[src/rtl/alu_pipe_param.sv]
// Parametrised registered-output ALU with valid/ready handshakes on both sides.
// Single-cycle ops complete in one cycle; MUL runs a WIDTH-step shift-add sequence.
module alu_pipe_param #(
  parameter  int WIDTH = 32,
  localparam int SHW   = $clog2(WIDTH)
) (
  input  logic             clk,
  input  logic             rst_n,
  input  logic             in_valid,
  output logic             in_ready,
  input  logic [WIDTH-1:0] a,
  input  logic [WIDTH-1:0] b,
  input  logic [3:0]       op,
  output logic             out_valid,
  input  logic             out_ready,
  output logic [WIDTH-1:0] result,
  output logic             zero,
  output logic             overflow,
  output logic             carry,
  output logic             illegal
);

  typedef enum logic {IDLE, BUSY} state_t;

  localparam logic [3:0] OP_ADD = 4'd0,  OP_SUB = 4'd1,  OP_AND = 4'd2,  OP_OR  = 4'd3;
  localparam logic [3:0] OP_XOR = 4'd4,  OP_NOT = 4'd5,  OP_EQ  = 4'd6,  OP_LTU = 4'd7;
  localparam logic [3:0] OP_GTU = 4'd8,  OP_LTS = 4'd9,  OP_SLL = 4'd10, OP_SRL = 4'd11;
  localparam logic [3:0] OP_SRA = 4'd12, OP_MUL = 4'd13;

  state_t                   state;
  logic                     accept;
  logic [WIDTH:0]           sum;
  logic [WIDTH:0]           diff;
  logic signed [WIDTH-1:0]  sa;
  logic signed [WIDTH-1:0]  sb;
  logic [SHW-1:0]           shamt;
  logic [WIDTH-1:0]         res_c;
  logic                     ovf_c;
  logic                     cy_c;
  logic                     ill_c;

  logic [2*WIDTH-1:0]       mcand_p1;
  logic [WIDTH-1:0]         mplier_p1;
  logic [2*WIDTH-1:0]       acc_p1;
  logic [2*WIDTH-1:0]       acc_nxt;
  logic [SHW-1:0]           cnt_p1;

  assign in_ready = rst_n && (state == IDLE) && (!out_valid || out_ready);
  assign accept   = in_valid && in_ready;

  assign sa    = a;
  assign sb    = b;
  assign shamt = b[SHW-1:0];
  assign sum   = {1'b0, a} + {1'b0, b};
  // bit WIDTH of the extended difference is the borrow, i.e. a <u b
  assign diff  = {1'b0, a} - {1'b0, b};

  always_comb begin
    res_c = '0;
    ovf_c = 1'b0;
    cy_c  = 1'b0;
    ill_c = 1'b0;
    case (op)
      OP_ADD: begin
        res_c = sum[WIDTH-1:0];
        ovf_c = (a[WIDTH-1] == b[WIDTH-1]) && (sum[WIDTH-1] != a[WIDTH-1]);
        cy_c  = sum[WIDTH];
      end
      OP_SUB: begin
        res_c = diff[WIDTH-1:0];
        ovf_c = (a[WIDTH-1] != b[WIDTH-1]) && (diff[WIDTH-1] != a[WIDTH-1]);
        cy_c  = diff[WIDTH];
      end
      OP_AND: res_c = a & b;
      OP_OR:  res_c = a | b;
      OP_XOR: res_c = a ^ b;
      OP_NOT: res_c = ~a;
      OP_EQ:  res_c = {{(WIDTH-1){1'b0}}, (a == b)};
      OP_LTU: res_c = {{(WIDTH-1){1'b0}}, (a < b)};
      OP_GTU: res_c = {{(WIDTH-1){1'b0}}, (a > b)};
      OP_LTS: res_c = {{(WIDTH-1){1'b0}}, (sa < sb)};
      OP_SLL: res_c = a << shamt;
      OP_SRL: res_c = a >> shamt;
      OP_SRA: res_c = sa >>> shamt;
      OP_MUL: res_c = '0;
      default: ill_c = 1'b1;
    endcase
  end

  assign acc_nxt = acc_p1 + (mplier_p1[0] ? mcand_p1 : '0);

  // Stage p1: multiply operands and accumulator, loaded on accept
  always_ff @(posedge clk) begin
    if (accept && (op == OP_MUL)) begin
      mcand_p1  <= {{WIDTH{1'b0}}, a};
      mplier_p1 <= b;
      acc_p1    <= '0;
    end else if (state == BUSY) begin
      mcand_p1  <= mcand_p1 << 1;
      mplier_p1 <= mplier_p1 >> 1;
      acc_p1    <= acc_nxt;
    end
  end

  // Output stage: control FSM and the held result/flags
  always_ff @(posedge clk or negedge rst_n) begin
    if (!rst_n) begin
      state     <= IDLE;
      out_valid <= 1'b0;
      result    <= '0;
      zero      <= 1'b0;
      overflow  <= 1'b0;
      carry     <= 1'b0;
      illegal   <= 1'b0;
      cnt_p1    <= '0;
    end else begin
      case (state)
        IDLE: begin
          if (accept) begin
            if (op == OP_MUL) begin
              state     <= BUSY;
              cnt_p1    <= '0;
              out_valid <= 1'b0;
            end else begin
              result    <= res_c;
              zero      <= (res_c == '0);
              overflow  <= ovf_c;
              carry     <= cy_c;
              illegal   <= ill_c;
              out_valid <= 1'b1;
            end
          end else if (out_ready) begin
            out_valid <= 1'b0;
          end
        end
        BUSY: begin
          cnt_p1 <= cnt_p1 + 1'b1;
          if (cnt_p1 == SHW'(WIDTH-1)) begin
            result    <= acc_nxt[WIDTH-1:0];
            zero      <= (acc_nxt[WIDTH-1:0] == '0);
            overflow  <= |acc_nxt[2*WIDTH-1:WIDTH];
            carry     <= 1'b0;
            illegal   <= 1'b0;
            out_valid <= 1'b1;
            state     <= IDLE;
          end
        end
        default: state <= IDLE;
      endcase
    end
  end

endmodule

[config.mk]
export PLATFORM = sky130hd
export DESIGN_NAME = alu_pipe_param
export DESIGN_NICKNAME = d
export VERILOG_FILES = /design/src/rtl/alu_pipe_param.sv
export SDC_FILE = /design/constraint.sdc
export NUM_CORES = 1
export LEC_CHECK = 0
export CELL_PAD_IN_SITES_DETAIL_PLACEMENT = 0
export CELL_PAD_IN_SITES_GLOBAL_PLACEMENT = 1
export CORE_UTILIZATION = 40
export CTS_CLUSTER_DIAMETER = 200
export DETAILED_ROUTE_END_ITERATION = 8
export GPL_TIMING_DRIVEN = 1
export HOLD_SLACK_MARGIN = 0.05
export PLACE_DENSITY_LB_ADDON = 0.1
export SETUP_SLACK_MARGIN = 0.15
export SYNTH_ARGS = -nofsm -noshare
export SYNTH_HDL_FRONTEND = slang
export SYNTH_SLANG_ARGS = --single-unit
export TNS_END_PERCENT = 10
[constraint.sdc]
create_clock -name clk -period 5.3 [get_ports clk]
set_input_delay 1.59 -clock clk [delete_from_list [all_inputs] [get_ports clk]]
set_output_delay 1.59 -clock clk [all_outputs]
set_load 0.05 [all_outputs]
==> results.toml <==
[grt]
overflow = 0
grt_pass1_vias = 25050
antenna_found_initial = 1
grt.total_usage = 0.3716
grt_pass1_wl_um = 157500
grt_max_degree = 95

[finish]
multi_input_area_um2 = 15970
layout.nets = 3672
stdcell_area_um2 = 29010
drive_above_1_share = 0.2329
mostFrequentLayoutCell = "buf_4"
nFillCells = 5350
layout.area.seq_um2 = 4923
mostFrequentLayoutCells = "buf_4, nand2_1, o21ai_0"
synthToLayoutAreaGrowth_pct = 31.57

[worst_setup_path]
critPathKind = "in -> reg"
crit_required_ns = 5.81
critical_path.slowest_cell = "nor3_1"
worstPathCellList = "clkdlybuf4s50_1 -> inv_1 -> buf_4 -> ha_1 -> nor2b_1 -> o21ai_0 -> a211oi_1 -> nor3_1 -> nor2_1 -> a21oi_1 -> o21ai_0 -> nand3_1 -> or4b_4 -> nor4_2 -> nand2_1 -> nand3_1"
path_buf_inv = 3
startpoint_type = "primary input"
cp_data_arrival_time_ns = 5.68
critical_path.max_fanout = 5
worst_setup_path_end_kind = "register"
crit_family = "simple AND/OR/NAND/NOR gates"
cp_slowest_stage_delay_ns = 0.67

[drt]
dr.pass1.iters = 6
num_vias = 25470
ant_nets = 0
first_iter_violations = 2542
wire_per_inst_um = 25.52
via_per_inst = 6.130
drc = 0
finalWirelength_um = 106000

[pwr]
p_leak_nw = 12.71
power.density_nw_per_um2 = 367.1
peakVddDrop_v = 0.0003412
total_power_mw = 10.65

[sta]
finClkSkew_ns = 0.02403
worst_slack_ns = 0.1293
setup_tns_ns = 0
drv_slew = 0
worst_slew_pin_slew_ns = 1.048
final.period_utilization = 0.9756
hold_viol = 0
slew_headroom = 0.2993
fmax_ghz = 0.1934
finalSetupViolCount = 0
rsz0062_at_grt = "true"
layout_min_cycle_time_ns = 5.171

[synth]
netlist_top_cells_area = "ha_1, dfxtp_1, edfxtp_1"
ys_ff_latch = 203
synth-edff-count = 64
yosysUniqueCellTypes = 107
synth_area_um2 = 22050
synth_warnings = 0
synth_nets = 3130
seq_area_frac_synth = 0.2231
yosys.area.top_type_share = 0.09191
syn_inst = 2893
yosys.area.top_type = "ha_1"
syn_area_per_cell_um2 = 7.623
synth_flop_cell = "dfxtp_1"
async_reset_ff_frac = 0.2118

[floorplanning]
die_w_um = 236.8
core.rowCount = 85
start_util = 0.4074
fp.dieH_um = 236.8
die_area_um2 = 56070
fp.coreArea_um2 = 54130
ioPinCount = 110

[status]
status = "complete, no violations"

[clock_tree]
clk_path_buf_depth = 3
clk_pin_slew_ns = 0.06
clk-insertion-delay-late_ns = 0.57
cts_tree = "done"
cts.sinks = 203
cts.htree.levels = 1
numCtsBuffers = 28
root_buffer = "clkbuf_16"
postCtsHoldBufs = 0

[job]
drv_cap = 0

[placed_design]
portBuffers = 109
placed_cell_area_um2 = 27980
hpwl_um = 86310
gp_congestion = 1.022
pre_cts_ws_ns = -0.6454

[min_path]
min_path_type = "reg -> reg"
## synth_stat cells, types with 19 or more instances
cell type,count
a211oi_1,41
clkbuf_1,160
nor3_1,62
o21ai_1,24
ha_1,162
a31oi_1,27
o21ai_0,281
mux2i_1,53
a21oi_1,199
nand4_1,45
dfrtp_1,43
a21o_1,36
nor2b_1,30
inv_1,121
nor4_1,22
xor2_1,25
xnor2_1,44
nand2_1,435
mux2_2,21
nor2_1,183
o221ai_1,19
nand2b_1,28
dfxtp_1,96
o21bai_1,22
o22ai_1,36
o31ai_1,25
a221oi_1,19
o211ai_1,33
nand3_1,65
edfxtp_1,64
mux4_2,54
and2_1,76
## routing by layer
layer	wire length, um	global-route usage
met5	0	0
met2	49460	0.6233
met4	6061	0.1869
met1	43880	0.4754
met3	6628	0.03579
## kinds of logic after synthesis
kind of cell    synth area share
compound gates            0.2702
fa+ha+maj                0.09464
buf+inv                  0.05963
mux                      0.09350
flops                     0.2231
xor+xnor                 0.02740
simple gates              0.2315
## where the power goes
part           total (mW)  leakage (nW)  internal (mW)  switching, mW
Combinational        6.09          10.3           2.33           3.75
Sequential           2.59          1.96           2.24          0.344
Clock                1.98         0.484           1.19          0.792
Total                10.7          12.7           5.76           4.89
## stage by stage
step,hold slack (ns),util,instances
6_report,0.4630,0.5360,4155
5_1_grt,0.4815,0.5359,4153
4_1_cts,0.4641,0.5350,4152
3_5_place_dp,0.4515,0.5168,4100
3_3_place_gp,0.4433,0.5168,4100
2_1_floorplan,0.4315,-,2893
## area by class of cell
| cell class | count | area share |
|---|---|---|
| flip-flops and latches | 203 | 0.1697 |
| clock buffers | 37 | 0.02816 |
| inverters | 125 | 0.01617 |
| clock inverters | 15 | 0.004959 |
| well taps | 696 | 0.03001 |
| diodes | 2 | 0.0001725 |
| repair buffers | 715 | 0.2004 |
| multi-input cells | 2362 | 0.5504 |
## final timing paths
check / startpoint / to / slack (ns) / depth (start not counted)
max in group asynchronous: rst_n / state / 3.67 / 2
min in group asynchronous: rst_n / state / 1.15 / 2
worst min-delay path: acc_p1[17] / acc_p1[17] / 0.46 / 2
worst max-delay path: b[5] / zero / 0.13 / 16
worst max register to register: mplier_p1[0] / overflow / 0.17 / 14
worst min register to register: acc_p1[17] / acc_p1[17] / 0.46 / 2
## registers in the layout, summed over array words and instances, names as in the netlist
signal	count
acc_p1	64
mcand_p1	64
mplier_p1	32
result	32
cnt_p1	5
carry	1
illegal	1
out_valid	1
overflow	1
state	1
zero	1
## what timing repair did
| action | CTS | global route |
|---|---|---|
| setup endpoints to repair | 2 | 9 |
| gates resized for setup | 5 | 8 |
| pin swaps | 0 | 1 |
| setup buffers | 0 | 1 |
## tightest hold or removal path, cell delays in order (launching register included)
cell and delay [ns]:
dfxtp_1 0.31, nand2_1 0.05, o21ai_0 0.06
Power figures use the tool's default switching activity.
